[src/rtl/ppt_pulse_engine.sv]
// ppt_pulse_engine
//   Pulsed-plasma-thruster firing engine. Latches clk_div/period/width/count
//   on start, then emits a pulse train on ppt_out timed by a power-of-two
//   prescaler tick (D = 2^(min(clk_div,23)+1) clk cycles per tick).
//
//   Optional feature macro: PPT_WIDTH_LIMIT_EN
//     defined   -> effective width additionally capped at MAX_WIDTH ticks
//     undefined -> MAX_WIDTH has no effect
//
// Ports
//   clk         in   system clock
//   rstn        in   asynchronous active-low reset
//   clk_div     in   [4:0]  prescaler exponent
//   period      in   [15:0] repetition period in ticks (min 2)
//   width       in   [15:0] pulse high time in ticks (clamped to period-1)
//   count       in   [15:0] pulses to fire, 0 = continuous
//   run_ppt     in   level run enable, low aborts/rearms
//   ppt_out     out  registered trigger output (high exactly in FIRE_HI)
//   count_done  out  [15:0] periods completed since last start
//   done        out  programmed count reached
module ppt_pulse_engine #(
    parameter int unsigned MAX_WIDTH = 8
) (
    input  logic        clk,
    input  logic        rstn,
    input  logic [4:0]  clk_div,
    input  logic [15:0] period,
    input  logic [15:0] width,
    input  logic [15:0] count,
    input  logic        run_ppt,
    output logic        ppt_out,
    output logic [15:0] count_done,
    output logic        done
);

    typedef enum logic [1:0] {IDLE, FIRE_HI, FIRE_LO, DONE} state_e;

`ifdef PPT_WIDTH_LIMIT_EN
    localparam logic [15:0] WCAP = (MAX_WIDTH > 32'hFFFF) ? 16'hFFFF : 16'(MAX_WIDTH);
`else
    logic unused_max_width;
    assign unused_max_width = (MAX_WIDTH != 0);
`endif

    function automatic logic [15:0] eff_p(input logic [15:0] per);
        return (per < 16'd2) ? 16'd2 : per;
    endfunction

    function automatic logic [15:0] eff_w(input logic [15:0] per, input logic [15:0] wid);
        logic [15:0] p;
        logic [15:0] w;
        p = eff_p(per);
        w = (wid > p - 16'd1) ? p - 16'd1 : wid;
`ifdef PPT_WIDTH_LIMIT_EN
        if (w > WCAP) w = WCAP;
`endif
        return w;
    endfunction

    state_e      state_q, state_d;
    logic [4:0]  div_q, div_d;
    logic [15:0] period_q, period_d;
    logic [15:0] width_q, width_d;
    logic [15:0] count_q, count_d;
    logic [23:0] presc_q, presc_d;
    logic [15:0] t_q, t_d;
    logic [15:0] cd_q, cd_d;
    logic        done_q, done_d;
    logic        ppt_q, ppt_d;

    logic [4:0]  dexp;
    logic [23:0] presc_max;
    logic        tick;
    logic [15:0] w_run;
    logic [15:0] p_run;

    // Terminal prescaler value D-1: a run of (dexp+1) ones.
    assign dexp      = (div_q > 5'd23) ? 5'd23 : div_q;
    assign presc_max = ~(24'hFF_FFFF << (dexp + 5'd1));
    assign tick      = (presc_q == presc_max);
    assign w_run     = eff_w(period_q, width_q);
    assign p_run     = eff_p(period_q);

    always_comb begin
        state_d  = state_q;
        div_d    = div_q;
        period_d = period_q;
        width_d  = width_q;
        count_d  = count_q;
        presc_d  = presc_q;
        t_d      = t_q;
        cd_d     = cd_q;
        done_d   = done_q;

        case (state_q)
            IDLE: begin
                // A held run_ppt cannot re-fire: DONE only returns here once
                // run_ppt has been seen low, so a level start is safe.
                if (run_ppt) begin
                    div_d    = clk_div;
                    period_d = period;
                    width_d  = width;
                    count_d  = count;
                    presc_d  = '0;
                    t_d      = '0;
                    cd_d     = '0;
                    done_d   = 1'b0;
                    state_d  = (eff_w(period, width) != 16'd0) ? FIRE_HI : FIRE_LO;
                end
            end
            FIRE_HI, FIRE_LO: begin
                if (!run_ppt) begin
                    state_d = IDLE;
                end else begin
                    presc_d = tick ? '0 : presc_q + 24'd1;
                    if (tick) begin
                        t_d = t_q + 16'd1;
                        if (state_q == FIRE_HI && t_q == w_run - 16'd1) begin
                            state_d = FIRE_LO;
                        end else if (state_q == FIRE_LO && t_q == p_run - 16'd1) begin
                            t_d  = '0;
                            cd_d = cd_q + 16'd1;
                            if (count_q != 16'd0 && cd_d == count_q) begin
                                state_d = DONE;
                                done_d  = 1'b1;
                            end else begin
                                state_d = (w_run != 16'd0) ? FIRE_HI : FIRE_LO;
                            end
                        end
                    end
                end
            end
            DONE: begin
                if (!run_ppt) state_d = IDLE;
            end
            default: state_d = IDLE;
        endcase

        // Output registered from next state so it rises/falls on the same
        // edge as the state transition.
        ppt_d = (state_d == FIRE_HI);
    end

    always_ff @(posedge clk or negedge rstn) begin
        if (!rstn) begin
            state_q  <= IDLE;
            div_q    <= '0;
            period_q <= '0;
            width_q  <= '0;
            count_q  <= '0;
            presc_q  <= '0;
            t_q      <= '0;
            cd_q     <= '0;
            done_q   <= 1'b0;
            ppt_q    <= 1'b0;
        end else begin
            state_q  <= state_d;
            div_q    <= div_d;
            period_q <= period_d;
            width_q  <= width_d;
            count_q  <= count_d;
            presc_q  <= presc_d;
            t_q      <= t_d;
            cd_q     <= cd_d;
            done_q   <= done_d;
            ppt_q    <= ppt_d;
        end
    end

    assign ppt_out    = ppt_q;
    assign count_done = cd_q;
    assign done       = done_q;

endmodule
[config.mk]
export PLATFORM = sky130hd
export DESIGN_NAME = ppt_pulse_engine
export DESIGN_NICKNAME = d
export VERILOG_FILES = /design/src/rtl/ppt_pulse_engine.sv
export SDC_FILE = /design/constraint.sdc
export NUM_CORES = 1
export LEC_CHECK = 0
export ABC_AREA = 0
export CORE_MARGIN = 10
export CORE_UTILIZATION = 36
export DETAILED_ROUTE_END_ITERATION = 10
export GPL_ROUTABILITY_DRIVEN = 0
export PLACE_DENSITY = 0.59
export SLEW_MARGIN = 15
export SYNTH_ARGS = -nofsm -noshare
export SYNTH_HDL_FRONTEND = slang
export SYNTH_SLANG_ARGS = --single-unit
[constraint.sdc]
create_clock -name clk -period 15.4 [get_ports clk]
set_input_delay 3.85 -clock clk [delete_from_list [all_inputs] [get_ports clk]]
set_output_delay 3.85 -clock clk [all_outputs]
set_load 0.03 [all_outputs]
==> results of run 1 <==
[report_power, final]
group	leakage, uW	total, uW	internal, uW	switching, uW
clock network	0.000295	421	247	174
logic	0.00268	1440	560	876
registers	0.00144	546	388	158
[per-stage QoR]
stage	hold WS, ns	instances	worst slack, ns
4_1_cts	0.526	1537	5.38
2_1_floorplan	0.503	1142	7.09
6_report	0.521	1537	5.16
5_1_grt	0.546	1537	4.42
3_5_place_dp	0.516	1505	5.42
3_3_place_gp	0.503	1505	5.64
[layer usage]
metal | GRT usage | vias up
li1 | - | 4323
met1 | 0.230 | 4297
met2 | 0.273 | 312
met3 | 0.0368 | 57
met4 | 0.0642 | 0
met5 | 0 | -
[cell families (layout without fill, tap and decap cells)]
kind of cell | after synthesis | after routing
XOR/XNOR | 113 | 113
AO/OA/AOI/OAI | 249 | 249
multiplexers | 66 | 66
AND/OR/NAND/NOR | 457 | 457
adder cells (fa/ha/maj) | 45 | 45
flip-flops | 113 | 113
buffers and inverters | 99 | 153
[worst max-delay path, cell delays in order, from the launching register on]
cell,delay [ns]
dfrtp_1,0.43
nor4_1,0.86
a41oi_1,0.53
inv_1,0.29
ha_1,0.23
or3b_2,0.54
nor3_1,0.16
nand3_1,0.11
xor2_1,0.57
ha_1,0.23
and4_1,0.25
o2111ai_1,0.23
nor4_1,0.73
a211o_1,0.57
nand2_4,0.28
a21oi_1,0.25
ha_1,0.32
nand4_1,0.23
or4_1,0.45
or4_4,0.44
xnor2_2,0.17
a211o_2,0.36
a22oi_1,0.16
o2111ai_1,0.15
a2111oi_2,0.26
nand2_1,0.43
a21o_1,0.58
o31ai_1,0.31
[registers in the layout, indices dropped and copies added (netlist names)]
register / count
presc_q: 24
count_done: 16
count_q: 16
period_q: 16
t_q: 16
width_q: 16
div_q: 5
state_q: 2
done: 1
ppt_out: 1
[area by class of cell]
cell class	count	area share
sequential	113	0.251
tap	341	0.0378
clock inverter	15	0.0163
timing repair buffer	80	0.0692
inverter	41	0.0136
multi-input combinational	930	0.575
clock buffer	17	0.0377
[placed cells by master, fill, tap and decap left out, types with 9 or more instances in the layout]
cell / count
nand3_1: 54
ha_1: 45
clkdlybuf4s50_1: 72
xor2_1: 43
o211ai_1: 10
o21ai_0: 37
nand4_1: 39
or2_2: 9
o31ai_1: 18
nor3_1: 33
mux2i_1: 9
inv_1: 41
mux2_2: 54
or3_1: 23
and2_1: 11
nor4_1: 28
and3_1: 22
clkbuf_16: 17
a21o_1: 18
dfrtp_1: 113
a21oi_2: 10
nand2_1: 87
nor2_1: 91
a31oi_1: 11
a21oi_1: 54
xnor2_1: 69
or4_1: 10
[worst max-delay path by stage]
stage | from | end | cells after the start
global placement | period_q[11] | t_q[1] | 27
CTS | period_q[11] | t_q[1] | 27
global route | period_q[11] | t_q[1] | 27
floorplan | period[5] | ppt_out | 21
finish | period_q[11] | t_q[1] | 27
detailed placement | period_q[11] | t_q[1] | 27
==> results.cfg, run 1 <==
[floorplanning]
core_area_mm2 = 0.0267
pin_count = 74
initial_core_util = 0.363
die_area_mm2 = 0.0339
rows = 60
die_w_um = 184
die_h_um = 184

[sta]
hold_viol = 0
fin_skew_ns = 0.0153
tns_ns = 0
fin_crit_sh = 0.665
fmax_mhz = 97.6
post-route-min-period_ns = 10.24
maxSlewHeadroom = 0.304
setup_viol = 0
slew_violations = 0
grt_setup_unrepaired = no
worst_slew_pin_slew_ns = 1.04

[final_layout]
stdcell_area_mm2 = 0.0113
layout-drive-gt1-share = 0.117
multi_input_area_mm2 = 0.00648
area_growth_syn_to_layout_pct = 16.1
fillCellCount = 2716
finish.utilization = 0.422
antenna_cells = 0
fin_nets = 1284
regArea_mm2 = 0.00283

[synth]
synth_warnings = 0
synth_top_area_share = 0.291
synth_most_common_cell = dfrtp_1
synth_seq_cells = 113
yosys.area_share.simple = 0.249
synth_xor_area_frac = 0.103
syn_area_mm2 = 0.00971
netlist_instances = 1142
synth-edff-count = 0
post_synth_mux_area_share = 0.0769
synthAdderAreaFrac = 0.0580
yosysTopAreaCell = dfrtp_1
ys_types = 88
ys_seq_area_frac = 0.291
synth_nets = 1243
synth_area_per_cell_um2 = 8.50
synth.top_cells.by_count = dfrtp_1 (113), nor2_1 (91), nand2_1 (88)
synth_compound_area_frac = 0.179
synth_top_family_by_area = simple AND/OR/NAND/NOR gates
synthTopCellsByArea = dfrtp_1 (29%), mux2_2 (6.3%), xnor2_1 (6.2%), ha_1 (5.8%), xor2_1 (3.9%)
ys.flop_type = dfrtp_1
async_reset_ff_frac = 1.00

[cts]
clkTransAtPathRegs_ns = 0.07
h-tree-depth = 4
clock_latency_ns = 0.43
root_buffer = clkbuf_16
numCtsBuffers = 17
post_cts_buffers = 0
cts_hold_buf = 0
post_cts_resized = 0
clkSinkCount = 113
cts_tree = done
clockBufferDepth = 2

[pwr]
p_per_area_mw_per_mm2 = 213
vdd_drop_max_mv = 0.0977
power.total_uw = 2400
p_leak_uw = 0.00441

[detailed_routing]
num_vias = 8989
drt_iter0_markers = 776
wirelength_mm = 29.4
wl_met1_mm = 13.4
routedWlPerCell_um = 19.1
top_layer_used = met4
wl_met2_mm = 13.4
wl_met3_mm = 1.84
antenna_left = 0
vias_per_cell = 5.85
first_pass_iters = 6
drc = 0

[worst_setup_path]
reg2regPathDepth = 27
r2r_slack_ns = 5.16
cp_max_fo = 18
required_ns = 15.72
end_kind = flop
crit-reg2reg-capture = t_q[1]
start_kind = flop
critPathKind = flop to flop
worst_ep_arrival_time_ns = 10.56
r2r-start = period_q[11]

[worst_hold_path]
worstHoldPathType = flop to flop
hold_depth = 2
min_to = done
hp-start = done

[global_route]
grt_pass1_vias = 8758
gr-total-overflow = 0
antenna_found_initial = 0
grt_pass1_wl_mm = 47.7
grt_max_degree = 70
grt_usage = 0.174

[run_status]
outcome = finished, final reports clean

[placed_design]
portBuffers = 73
place_area_mm2 = 0.0107
dp_hpwl_mm = 22.2

[job]
cap_violations = 0
No activity file was read; power rests on OpenSTA's default activity.
==> run 2, diff against run 1 <==
PLACE_DENSITY = 0.61   (was 0.59)
clock period = 8.2 ns   (was 15.4 ns; I/O delays follow)
==> run 2 against run 1 <==
Via count increased by 1.2%. Register-to-register slack got worse by 4.5 ns. Final cell count increased by 0.98%. Total power increased by 90%. First-iteration DRC count increased by 8.0%. Die area unchanged. Critical path depth decreased by 5. Sequential share of layout area decreased by 0.31 points. Clock power increased by 78%. Count of clock-buffer cells in the layout increased by 2. Largest power group unchanged.
==> results.cfg, run 2 (same netlist as run 1, synthesis figures left out) <==
[run_status]
outcome = finished, final reports clean

[cts]
h-tree-depth = 4
numCtsBuffers = 17
post_cts_buffers = 0
clkTransAtPathRegs_ns = 0.05
cts_tree = done
root_buffer = clkbuf_16
cts_hold_buf = 0
clock_latency_ns = 0.42
clkSinkCount = 113
clockBufferDepth = 2

[final_layout]
finish.utilization = 0.427
largest_register_ffs = 24
antenna_cells = 0
fin_nets = 1301
largest_register = presc_q
stdcell_area_mm2 = 0.0114
layout_common_cells = dfrtp_1 (113), nor2_1 (91), nand2_1 (87)
layout_commonest_cell = dfrtp_1
layout-drive-gt1-share = 0.132
area_growth_syn_to_layout_pct = 17.6
final_cell_count_no_fill = 1552

[worst_setup_path]
start_kind = input port
worst_ep_arrival_time_ns = 7.90
critPathKind = input port to flop
critPathMaxStageDelay_ns = 0.54
required_ns = 8.53
crit_top_cell = a21oi_1
path_cells = clkdlybuf4s50_1 > or3_1 > nor4_1 > nand2_1 > o31ai_1 > ha_1 > or3b_2 > or4_1 > nor2_1 > xnor2_1 > ha_1 > a21o_1 > a21o_1 > a21oi_1 > o21ai_0 > o21ai_0 > mux2i_1 > a21oi_1 > o22ai_1 > o21a_1 > a211o_2 > a21oi_1
end_kind = flop
cp_max_fo = 6
crit_path_top_delay_cell = clkdlybuf4s50_1

[pwr]
vdd_drop_max_mv = 0.213
p_leak_uw = 0.00449
power.total_uw = 4570
p_per_area_mw_per_mm2 = 400

[detailed_routing]
antenna_left = 0
routedWlPerCell_um = 18.8
drc = 0
vias_per_cell = 5.86
first_pass_iters = 5
num_vias = 9098
wirelength_mm = 29.2
drt_iter0_markers = 838

[sta]
maxSlewHeadroom = 0.328
setup_viol = 0
worst_slew_pin_slew_ns = 1.00
slew_violations = 0
fin_crit_sh = 0.924
grt_setup_unrepaired = no
fin_skew_ns = 0.0136
hold_viol = 0
post-route-min-period_ns = 7.57
tns_ns = 0
fmax_mhz = 132

[global_route]
gr-total-overflow = 0
antenna_found_initial = 0
grt_use_met2 = 0.267
grt_max_degree = 73
grtUsageMet3 = 0.0394
met1_usage = 0.231
grt.busiest_layer = met2
grt_usage = 0.173
grt_pass1_wl_mm = 47.7
grt_pass1_vias = 8814

[placed_design]
dp_hpwl_mm = 22.0
dpl.cell_count = 1522
place_area_mm2 = 0.0108
portBuffers = 73

[job]
cap_violations = 0

[floorplanning]
core_area_mm2 = 0.0267
die_w_um = 184
pin_count = 74
rows = 60
die_area_mm2 = 0.0339
die_h_um = 184
initial_core_util = 0.363

[worst_hold_path]
worstHoldPathType = flop to flop
## run 2: changes by cell type in the layout (fill, tap and decap cells not counted), sizes merged
| cell | before | now |
|---|---|---|
| clkinvlp | 2 | 4 |
| inv | 52 | 41 |
| clkbuf | 17 | 19 |
| bufinv | 2 | 3 |
| clkinv | 0 | 4 |
| buf | 8 | 25 |
## run 2: power by group
group	total [uW]	internal, uW	switching, uW
Clock	751	479	272
Sequential	1020	729	291
Combinational	2800	1120	1680
Total	4570	2330	2240
## run 2: area by class of cell
cell class                      count  area (um^2)
Clock buffer                       19          443
Inverter                           41          154
Clock inverter                     11          140
Tap cell                          341          427
Timing Repair Buffer               97          908
Sequential cell                   113         2830
Multi-Input combinational cell    930         6520
Fill cell                        2683        15300
## run 2: layer usage
layer | wire length [um] | vias up
met5 | 0 | -
met4 | 807 | 0
met3 | 1970 | 62
met2 | 13000 | 306
met1 | 13400 | 4371
li1 | - | 4359
## run 2: critical path: cells and delay by family
family / cells / cell delay, ns
and+or+nand+nor: 6 / 2.04
muxes: 1 / 0.21
buffers and inverters: 1 / 0.54
AOI/OAI and AO/OA: 11 / 2.43
xor gates and xnor gates: 1 / 0.11
adders and majority gates: 2 / 0.50
## run 2: per-stage QoR
stage / setup slack, ns / hold WS, ns
after floorplan: 0.0329 / 0.503
after global placement: 0.323 / 0.503
after detailed placement: 0.315 / 0.514
after CTS: 0.359 / 0.524
after global routing: 0.102 / 0.559
final: 0.627 / 0.517
## run 2: final timing paths
path / slack [ns] / start / end / depth (start not counted)
max reg2reg: 0.64 / period_q[6] / count_done[2] / 28
min in group asynchronous: 1.62 / rstn / t_q[10] / 1
max in group asynchronous: 5.21 / rstn / period_q[9] / 2
min: 0.52 / done / done / 2
max: 0.63 / period[3] / ppt_out / 22
min reg2reg: 0.52 / done / done / 2
## run 2: timing repair
action	in CTS	in global routing
endpoints found under the setup margin	0	36
hold endpoints to repair	0	0
gates resized for setup	0	7
==> run 3, diff against run 2 <==
CELL_PAD_IN_SITES_DETAIL_PLACEMENT = 1   (was not set)
CELL_PAD_IN_SITES_GLOBAL_PLACEMENT = 2   (was not set)
CORE_UTILIZATION = 33   (was 36)
PLACE_DENSITY = 0.82   (was 0.61)
==> run 3 against run 2 <==
Clock power grew 15%. Via count increased by 0.90%. Final area is 1.2% higher. Routed wire length is 13% higher. Non-clock buffer count grew 3.
==> results.cfg, run 3 (same netlist as run 1, synthesis figures left out) <==
[worst_setup_path]
critPathKind = flop to flop
cp_max_fo = 10
required_ns = 8.55
r2r_slack_ns = 0.56
worst_ep_arrival_time_ns = 7.99
crit_path_end = count_done[10]
crit_top_cell = ha_1
start_kind = flop
crit_path_top_delay_cell = or4_1
end_kind = flop
cp-startpoint = period_q[13]
crit-reg2reg-capture = count_done[10]
reg2regPathDepth = 28
critPathMaxStageDelay_ns = 0.71
r2r-start = period_q[13]

[final_layout]
largest_register = presc_q
stdcell_area_mm2 = 0.0116
layout_commonest_cell = dfrtp_1
layout-drive-gt1-share = 0.133
largest_register_ffs = 24
layout_common_cells = dfrtp_1 (113), nor2_1 (91), nand2_1 (87)
final_cell_count_no_fill = 1599
area_growth_syn_to_layout_pct = 18.9
antenna_cells = 0
fin_nets = 1304
finish.utilization = 0.400

[placed_design]
dp_hpwl_mm = 25.3
place_area_mm2 = 0.0109
portBuffers = 73
dpl.cell_count = 1568

[sta]
grt_setup_unrepaired = no
post-route-min-period_ns = 7.64
tns_ns = 0
hold_viol = 0
setup_viol = 0
whs_ns = 0.518
fin_skew_ns = 0.0111
slew_violations = 0
worst_slew_pin_slew_ns = 1.02
fin_crit_sh = 0.932
maxSlewHeadroom = 0.317
fmax_mhz = 131

[cts]
root_buffer = clkbuf_16
clock_latency_ns = 0.43
h-tree-depth = 4
clockBufferDepth = 2
cts_hold_buf = 0
cts_tree = done
clkSinkCount = 113
post_cts_buffers = 0
numCtsBuffers = 17
clkTransAtPathRegs_ns = 0.06

[pwr]
p_clk_frac = 0.181
vdd_drop_max_mv = 0.179
switchingPower_uw = 2330
power_frac_seq = 0.216
p_per_area_mw_per_mm2 = 412
p_sw_frac = 0.490
power_frac_comb = 0.603
p_leak_uw = 0.00454
power.internal_uw = 2430

[floorplanning]
die_h_um = 192
pin_count = 74
rows = 62
core_area_mm2 = 0.0289
die_w_um = 192
die_area_mm2 = 0.0367
initial_core_util = 0.337

[global_route]
grt_max_degree = 63
antenna_found_initial = 0
grt_pass1_wl_mm = 53.2
grt_usage = 0.181
gr-total-overflow = 0
grt_pass1_vias = 9514

[detailed_routing]
wirelength_mm = 33.0
drc = 0
antenna_left = 0
vias_per_cell = 5.74
drt_iter0_markers = 478
first_pass_iters = 5
num_vias = 9180
routedWlPerCell_um = 20.6

[job]
cap_violations = 0

[worst_hold_path]
worstHoldPathType = flop to flop

[run_status]
outcome = finished, final reports clean
==> run 3: routing by layer <==
metal	wire (um)	vias up	track usage
li1	-	4365	-
met1	15800	4625	0.239
met2	15600	147	0.297
met3	988	43	0.0292
met4	607	0	0.0532
met5	0	-	0
==> run 3: worst min path at each step <==
stage                  from      endpoint  slack (ns)  depth (start not counted)
2_1_floorplan  period_q[15]  period_q[15]        0.50                          1
3_3_place_gp           done          done        0.50                          2
3_5_place_dp           done          done        0.51                          2
4_1_cts                done          done        0.52                          2
5_1_grt                done          done        0.55                          2
6_report               done          done        0.52                          2
==> run 3: worst max-delay path: cells and delay by family, from the launching register on <==
kind | cells | cell delay (ns)
DFF | 1 | 0.45
buffers and inverters | 2 | 0.29
adders and majority gates | 3 | 0.69
xor gates and xnor gates | 2 | 0.39
and+or+nand+nor | 16 | 4.75
AOI/OAI and AO/OA | 5 | 0.96
==> run 3: through the flow <==
| stage | worst slack, ns | total power [uW] |
|---|---|---|
| detailed placement | 0.251 | 3860 |
| finish | 0.557 | 4760 |
| CTS | 0.233 | 4750 |
| global placement | 0.397 | 3800 |
| floorplan | 0.0329 | 2980 |
| global route | 0.0981 | 5120 |
==> run 3: layout make-up <==
type	instances	area, um^2
well taps	384	480
inverters	41	154
clock buffers	21	450
repair buffers	100	931
fillers	3423	17300
multi-input cells	930	6500
clock inverters	10	206
flip-flops and latches	113	2830
==> run 3: power groups by stage <==
stage	logic [uW]	registers [uW]	clock network, uW
final	2870	1030	862
after global routing	3160	1060	905
after CTS	2860	1010	876
after detailed placement	2840	1020	0
after global placement	2780	1020	0
after floorplan	2060	922	0
==> run 3: what timing repair did <==
item	CTS	global route
hold endpoints to repair	0	0
resized for setup	0	5
endpoints found under the setup margin	0	36
